==> src/rtl/dma_fifo_pkg.sv <==
// Shared DMA FIFO definitions: the depth expression and the status-flag bit
// ordering that every DMA FIFO uses when it packs its status into a vector.
package dma_fifo_pkg;

   // Bit positions inside a packed FIFO status vector
   localparam int STAT_EMPTY = 0;
   localparam int STAT_FULL  = 1;
   localparam int STAT_AFULL = 2;
   localparam int STAT_OVF   = 3;
   localparam int STAT_UDF   = 4;
   localparam int STAT_W     = 5;

   // FIFO depth for a given address width
   function automatic int fifo_depth(input int aw);
      return 1 << aw;
   endfunction

endpackage

==> src/rtl/BRAM_WRAPPER.sv <==
// Simple dual-port storage: one synchronous write port and one read port whose
// address is registered. Read data follows the registered address, so data
// for the address presented at edge T is available right after T. Contents
// are never reset.
module BRAM_WRAPPER #(
   parameter int aw = 3,
   parameter int dw = 8
) (
   input  logic          clk,
   input  logic          we,
   input  logic [aw-1:0] waddr,
   input  logic [dw-1:0] wdata,
   input  logic [aw-1:0] raddr,
   output logic [dw-1:0] rdata
);

   logic [dw-1:0] mem [0:(1<<aw)-1];
   logic [aw-1:0] raddr_reg;

   // Write port and read-address register; a write and a read of the same
   // address at one edge returns the new data after that edge.
   always_ff @(posedge clk) begin
      if (we) begin
         mem[waddr] <= wdata;
      end
      raddr_reg <= raddr;
   end

   assign rdata = mem[raddr_reg];

endmodule

==> src/rtl/bram_fifo_ctrl.sv <==
// First-word-fall-through FIFO controller around BRAM_WRAPPER. Owns the write
// and read pointers, occupancy count and optional sticky error flags.
// Optional feature macro: BRAM_FIFO_ERR_EN (sticky ovf_o/udf_o flags).
// The RAM read address is fed with the next read pointer so the registered
// RAM address always equals the current read pointer and the head entry sits
// on pop_data_o without a bubble.
module bram_fifo_ctrl
   import dma_fifo_pkg::*;
#(
   parameter int AW        = 3,
   parameter int DW        = 8,
   parameter int AFULL_THR = 6
) (
   input  logic          clk,
   input  logic          rst_n,
   input  logic          flush_i,
   input  logic          push_i,
   input  logic [DW-1:0] push_data_i,
   input  logic          pop_i,
   output logic [DW-1:0] pop_data_o,
   output logic          full_o,
   output logic          empty_o,
   output logic          afull_o,
   output logic [AW:0]   count_o,
   output logic          ovf_o,
   output logic          udf_o
);

   localparam int DEPTH = fifo_depth(AW);

   logic [AW-1:0]     wr_ptr_reg, wr_ptr_next;
   logic [AW-1:0]     rd_ptr_reg, rd_ptr_next;
   logic [AW:0]       count_reg, count_next;
   logic              push_acc, pop_acc, ram_we;
   logic              ovf_flag, udf_flag;
   logic [STAT_W-1:0] status;

   // Status decodes of registered state only
   assign status[STAT_EMPTY] = (count_reg == '0);
   assign status[STAT_FULL]  = (count_reg == (AW+1)'(DEPTH));
   assign status[STAT_AFULL] = (count_reg >= (AW+1)'(AFULL_THR));
   assign status[STAT_OVF]   = ovf_flag;
   assign status[STAT_UDF]   = udf_flag;

   // Accept decisions and next-state for pointers and count; flush wins
   always_comb begin
      push_acc    = push_i & (~status[STAT_FULL] | pop_i);
      pop_acc     = pop_i & ~status[STAT_EMPTY];
      ram_we      = push_acc & ~flush_i;
      wr_ptr_next = wr_ptr_reg;
      rd_ptr_next = rd_ptr_reg;
      count_next  = count_reg;
      if (flush_i) begin
         wr_ptr_next = '0;
         rd_ptr_next = '0;
         count_next  = '0;
      end else begin
         wr_ptr_next = wr_ptr_reg + AW'(push_acc);
         rd_ptr_next = rd_ptr_reg + AW'(pop_acc);
         case ({push_acc, pop_acc})
            2'b10:   count_next = count_reg + 1'b1;
            2'b01:   count_next = count_reg - 1'b1;
            default: count_next = count_reg;
         endcase
      end
   end

   // Pointer and occupancy registers
   always_ff @(posedge clk or negedge rst_n) begin
      if (!rst_n) begin
         wr_ptr_reg <= '0;
         rd_ptr_reg <= '0;
         count_reg  <= '0;
      end else begin
         wr_ptr_reg <= wr_ptr_next;
         rd_ptr_reg <= rd_ptr_next;
         count_reg  <= count_next;
      end
   end

`ifdef BRAM_FIFO_ERR_EN
   logic ovf_reg, udf_reg;

   // Sticky overflow/underflow flags, cleared by reset or flush
   always_ff @(posedge clk or negedge rst_n) begin
      if (!rst_n) begin
         ovf_reg <= 1'b0;
         udf_reg <= 1'b0;
      end else if (flush_i) begin
         ovf_reg <= 1'b0;
         udf_reg <= 1'b0;
      end else begin
         if (push_i & status[STAT_FULL] & ~pop_i) ovf_reg <= 1'b1;
         if (pop_i & status[STAT_EMPTY])          udf_reg <= 1'b1;
      end
   end

   assign ovf_flag = ovf_reg;
   assign udf_flag = udf_reg;
`else
   assign ovf_flag = 1'b0;
   assign udf_flag = 1'b0;
`endif

   BRAM_WRAPPER #(
      .aw (AW),
      .dw (DW)
   ) u_ram (
      .clk   (clk),
      .we    (ram_we),
      .waddr (wr_ptr_reg),
      .wdata (push_data_i),
      .raddr (rd_ptr_next),
      .rdata (pop_data_o)
   );

   assign empty_o = status[STAT_EMPTY];
   assign full_o  = status[STAT_FULL];
   assign afull_o = status[STAT_AFULL];
   assign ovf_o   = status[STAT_OVF];
   assign udf_o   = status[STAT_UDF];
   assign count_o = count_reg;

endmodule
==> config.mk <==
export PLATFORM = sky130hd
export DESIGN_NAME = bram_fifo_ctrl
export DESIGN_NICKNAME = d
export VERILOG_FILES = /design/src/rtl/dma_fifo_pkg.sv /design/src/rtl/BRAM_WRAPPER.sv /design/src/rtl/bram_fifo_ctrl.sv
export SDC_FILE = /design/constraint.sdc
export NUM_CORES = 1
export LEC_CHECK = 0
export CORE_MARGIN = 10
export CORE_UTILIZATION = 35
export CTS_CLUSTER_DIAMETER = 150
export DETAILED_ROUTE_END_ITERATION = 16
export PLACE_DENSITY_LB_ADDON = 0.1
export SYNTH_ARGS = -nofsm -noshare
export SYNTH_HDL_FRONTEND = slang
export SYNTH_SLANG_ARGS = --single-unit
==> constraint.sdc <==
create_clock -name clk -period 2.76 [get_ports clk]
set_input_delay 0.276 -clock clk [delete_from_list [all_inputs] [get_ports clk]]
set_output_delay 0.276 -clock clk [all_outputs]
set_load 0.05 [all_outputs]
==> results of run 1 <==
==> cell type report <==
type | count | area share (%)
Multi-Input combinational cell | 91 | 25.1
Clock buffer | 10 | 3.29
Clock inverter | 5 | 1.32
Inverter | 2 | 0.193
Tap cell | 111 | 3.58
Sequential cell | 77 | 57.6
Timing Repair Buffer | 40 | 8.96
==> path summary, 6_finish.rpt <==
check                      cells past startpoint             to  slack [ns]
min                                            1  rd_ptr_reg[0]        0.25
min in group clk                               2      flip-flop        0.54
max                                            3         full_o        0.26
max in group asynchronous                      1     count_o[3]        2.15
min reg2reg                                    2      flip-flop        0.54
max reg2reg                                    7     count_o[3]        0.40
==> cells by family after synthesis <==
| logic type | count (synthesis) | share of synthesized area [%] |
|---|---|---|
| DFF | 77 | 68.1 |
| xor gates and xnor gates | 5 | 1.34 |
| buffers and inverters | 12 | 2.63 |
| muxes | 25 | 15.9 |
| other | 1 | 0.114 |
| AOI/OAI and AO/OA | 13 | 2.82 |
| and+or+nand+nor | 40 | 6.87 |
| adders and majority gates | 6 | 2.29 |
==> routing by layer <==
layer	wire length [um]	part of all wire, %	vias to the layer above
met5	0	0	-
met4	99	1.4	0
met3	333	4.8	12
met2	3470	50	41
met1	3040	44	873
li1	-	-	803
==> worst register-to-register path, delay by kind of cell, from the launching register on <==
family                   cells  cell delay (ns)
AND/OR/NAND/NOR              4             1.15
flip-flops                   1             0.48
AO/OA/AOI/OAI                2             0.29
adder cells (fa/ha/maj)      1             0.36
==> where the power goes <==
part	switching, mW	internal (mW)
registers	0.0944	1.33
logic	0.627	0.448
clock network	0.391	0.409
==> per-stage QoR <==
stage	area (um2)	setup slack [ns]	utilization [%]	instances
floorplan	3300	0.0309	-	180
global placement	3700	0.389	40.3	321
detailed placement	3700	0.198	40.3	321
CTS	3880	0.251	42.2	336
global route	3880	0.167	42.2	336
finish	3880	0.263	42.2	336
==> cells in the final DEF (no fill, tap or decap), types with 2 or more instances in the layout <==
cell / Yosys / final
conb_1: 1 / 2
ha_1: 6 / 6
inv_1: 2 / 2
nor2_1: 14 / 14
a31oi_1: 3 / 3
clkbuf_8: 0 / 9
clkinv_1: 0 / 2
nor2b_1: 4 / 4
dfxtp_1: 3 / 3
and2_1: 2 / 2
dfrtp_2: 0 / 4
nor4_1: 2 / 2
nand3_1: 3 / 3
o21ai_0: 3 / 3
mux4_1: 16 / 16
buf_4: 2 / 21
nand2b_1: 3 / 3
or3_1: 2 / 2
dfrtp_1: 10 / 6
mux2_2: 8 / 8
xnor2_1: 4 / 4
clkdlybuf4s50_1: 0 / 19
edfxtp_1: 64 / 64
nand2_1: 2 / 2
==> reports/metrics.yaml, run 1 <==
outcome: "finished clean"
diodes: 0
grt.met3_usage_pct: 3.57
top_register: "u_ram.mem"
cts_resized: 0
synth-edff-count: 64
hold_viol: 0
die_width_um: 117
fillers: 828
synth.distinct_cells: 42
grt_pass1_wl_mm: 10.9
path_max_fanout: 11
vias: 1729
crit_slowest_cell: "clkdlybuf4s50_1"
overflow: 0
start_kind: "flip-flop"
synth.ff_latch_count: 77
hp-class: "primary input to async pin"
min_period_over_period_pct: 90.5
syn_inst: 179
cts_tree: "built"
cts_setup_buffers: 0
worstSetupPathType: "flip-flop to primary output"
endpoint_kind: "primary output"
drtIter0Drc: 117
multi_input_area_um2: 973
arrival_ns: 2.22
syn_area_per_cell_um2: 18.3
async_flop_share_pct: 13.0
finalSetupViolations: 0
yosys.area.top_type_share_pct: 58.6
synth_area_mm2: 0.00328
rsz0062_at_grt: "false"
core_mm2: 0.00920
ios: 30
clock_sink_count: 77
ys.flop_type: "edfxtp_1"
clock-root-buffer: "clkbuf_8"
hold_buffers: 0
areaGrowthSynthToFinish_pct: 18.4
fin_tns_setup_ns: 0
worst_ep_required_time_ns: 2.48
max_slew_margin_pct: 66.0
antenna_left: 0
antenna_found_initial: 0
met1_usage_pct: 13.6
drc: 0
fp.dieH_um: 117
largest_reg_flops: 64
dieArea_mm2: 0.0136
path_clk_slew_ns: 0.08
numCtsBuffers: 9
viasPerCell: 5.15
synth_area_leaders: "edfxtp_1, mux4_1, dfrtp_1"
ys_top_cells_by_count: "edfxtp_1, mux4_1, nor2_1"
crit_chain: "nor3_2 > and2_1 > clkdlybuf4s50_1"
grt_pass1_vias: 1924
ir_drop_v: 0.000420
busiest_layer: "met2"
drt-total-wl_mm: 6.95
clock_latency_ns: 0.35
fmax_ghz: 0.400
seq_area_frac_synth_pct: 68.1
ys_warn_count: 0
startpoint: "count_o[1]"
worstMarginPinSlew_ns: 0.509
yosysMostFrequentCell: "edfxtp_1"
drv_slew: 0
fin_crit_ns: 2.50
max_cap_violations: 0
finalPower_mw: 3.30
initial_core_util_pct: 35.7
dpl.hpwl_mm: 4.53
powerDensity_mw_per_mm2: 849
dr.pass1.iters: 4
nNetsFinal: 240
fin_hold_ws_ns: 0.254
portBuffers: 27
drive_gt1_share_pct: 22.2
clk_path_buf_depth: 2
crit_family: "buffers and inverters"
grt_max_degree: 17
h-tree-depth: 3
globalRouteTotalUtil_pct: 11.2
finClkSkew_ns: 0.00924
p_leak_nw: 1.37
gp_congestion: 0.734
layout.area.seq_mm2: 0.00224
cp_num_buf_inv: 1
rr_startpoint: "count_o[2]"
grt_use_met2_pct: 18.2
row_count: 35
synth_area_leader_cell: "edfxtp_1"
avgRoutedWirePerCell_um: 20.7
slowest_delay_ns: 0.80
Power figures use the tool's default switching activity.
==> run 2, diff against run 1 <==
--- a/config.mk
+++ b/config.mk
@@ -5,6 +5,8 @@
 export SDC_FILE = /design/constraint.sdc
 export NUM_CORES = 1
 export LEC_CHECK = 0
+export CELL_PAD_IN_SITES_DETAIL_PLACEMENT = 0
+export CELL_PAD_IN_SITES_GLOBAL_PLACEMENT = 1
 export CORE_MARGIN = 10
 export CORE_UTILIZATION = 35
 export CTS_CLUSTER_DIAMETER = 150
==> run 2 against run 1 <==
Effect of this change:
- cell area grew 0.84%
- wire length shrank 3.2%
- non-clock buffer count grew 6
- critical path type unchanged
- critical endpoint unchanged
- highest routed layer unchanged
==> reports/metrics.yaml, run 2 (synthesized netlist as in run 1, its figures left out) <==
drive_gt1_share_pct: 25.4  # was 22.2%
hp-class: "primary input to async pin"  # unchanged
final_common_cell: "edfxtp_1"  # unchanged
diodes: 0  # unchanged
worstMarginPinSlew_ns: 0.518  # was 0.509 ns
start_kind: "flip-flop"  # unchanged
core_mm2: 0.00920  # unchanged
powerDensity_mw_per_mm2: 818  # was 849 mW/mm2
dieArea_mm2: 0.0136  # unchanged
p_leak_nw: 1.40  # was 1.37 nW
path_clk_slew_ns: 0.08  # about the same
die_width_um: 117  # unchanged
hold_viol: 0  # unchanged
antenna_found_initial: 0  # unchanged
drc: 0  # unchanged
fp.dieH_um: 117  # unchanged
fin_hold_ws_ns: 0.249  # was 0.254 ns
ios: 30  # unchanged
finClkSkew_ns: 0.00838  # was 0.00924 ns
drtIter0Drc: 68  # was 117
max_cap_violations: 0  # unchanged
clock_sink_count: 77  # unchanged
dpl.hpwl_mm: 4.59  # was 4.53 mm
final_cell_mix: "edfxtp_1, buf_4, clkdlybuf4s50_1, mux4_1, nor2_1"  # unchanged
cts_tree: "built"  # unchanged
nNetsFinal: 246  # was 240
grt_pass1_vias: 1817  # was 1,924
h-tree-depth: 3  # unchanged
dr.pass1.iters: 4  # unchanged
rsz0062_at_grt: "false"  # unchanged
fin_crit_ns: 2.50  # about the same
vias: 1716  # was 1,729
drt-total-wl_mm: 6.73  # was 6.95 mm
clock-root-buffer: "clkbuf_8"  # unchanged
viasPerCell: 5.00  # was 5.15
areaGrowthSynthToFinish_pct: 19.4  # was 18.4%
grt_pass1_wl_mm: 10.6  # was 10.9 mm
finalPower_mw: 3.20  # was 3.30 mW
fillers: 837  # was 828
top_register: "u_ram.mem"  # unchanged
worst_ep_required_time_ns: 2.48  # about the same
portBuffers: 27  # unchanged
antenna_left: 0  # unchanged
endpoint_kind: "primary output"  # unchanged
clk_path_buf_depth: 2  # unchanged
preCtsSetupSlack_ns: 0.228  # was 0.198 ns
initial_core_util_pct: 35.7  # unchanged
globalRouteTotalUtil_pct: 10.7  # was 11.2%
ir_drop_v: 0.000622  # was 0.000420 V
min_period_over_period_pct: 90.5  # about the same
setup_ws_ns: 0.261  # was 0.263 ns
fin_tns_setup_ns: 0  # unchanged
hold_buffers: 0  # unchanged
row_count: 35  # unchanged
r2r_cells: 7  # unchanged
outcome: "finished clean"  # unchanged
grt_max_degree: 17  # unchanged
numCtsBuffers: 9  # unchanged
largest_reg_flops: 64  # unchanged
drv_slew: 0  # unchanged
cts_resized: 0  # unchanged
avgRoutedWirePerCell_um: 19.6  # was 20.7 um
finalSetupViolations: 0  # unchanged
path_max_fanout: 11  # unchanged
fmax_ghz: 0.400  # about the same
gp_congestion: 0.788  # was 0.734
fin_util_pct: 42.6  # was 42.2%
worstSetupPathType: "flip-flop to primary output"  # unchanged
arrival_ns: 2.22  # about the same
cts_setup_buffers: 0  # unchanged
clock_latency_ns: 0.35  # about the same
overflow: 0  # unchanged
max_slew_margin_pct: 65.4  # was 66.0%
## run 2: worst max-delay path, cell delays in order, from the launching register on
cell             delay (ns)
dfrtp_2                0.50
nor3_2                 0.40
and2_1                 0.18
clkdlybuf4s50_1        0.80
## run 2: area by class of cell
cell class | instances | area [um2] | area share (%)
timing repair buffer | 46 | 393 | 10.0
sequential | 77 | 2240 | 57.1
inverter | 2 | 7.51 | 0.192
clock inverter | 7 | 42.5 | 1.09
tap | 111 | 139 | 3.55
clock buffer | 9 | 124 | 3.16
multi-input combinational | 91 | 973 | 24.9
## run 2: final timing paths
kind / start / endpoint / slack [ns]
worst max-delay path: count_o[1] / full_o / 0.26
worst min-delay path: rst_n / rd_ptr_reg[2] / 0.25
worst max register to register: count_o[2] / count_o[3] / 0.43
worst min register to register: rd_ptr_reg[2] / rd_ptr_reg[2] / 0.54
max in group asynchronous: rst_n / count_o[1] / 2.17
min in group clk: rd_ptr_reg[2] / rd_ptr_reg[2] / 0.54
## run 2: power by group
| part | total (mW) | switching [mW] | internal, mW | leakage [nW] |
|---|---|---|---|---|
| Clock | 0.727 | 0.407 | 0.319 | 0.0824 |
| Sequential | 1.41 | 0.0865 | 1.33 | 0.732 |
| Combinational | 1.06 | 0.620 | 0.443 | 0.583 |
| Total | 3.20 | 1.11 | 2.09 | 1.40 |
## run 2: metrics by stage
step	cell area, um2	instances
2_1_floorplan	3300	180
3_3_place_gp	3750	327
3_5_place_dp	3750	327
4_1_cts	3920	343
5_1_grt	3920	343
6_report	3920	343
## run 2: per-layer routing
metal	up-vias	routed length (um)	track usage, %
met5	-	0	0
met4	0	59	4.20
met3	4	263	3.47
met2	21	3350	17.1
met1	876	3050	13.1
li1	815	-	-
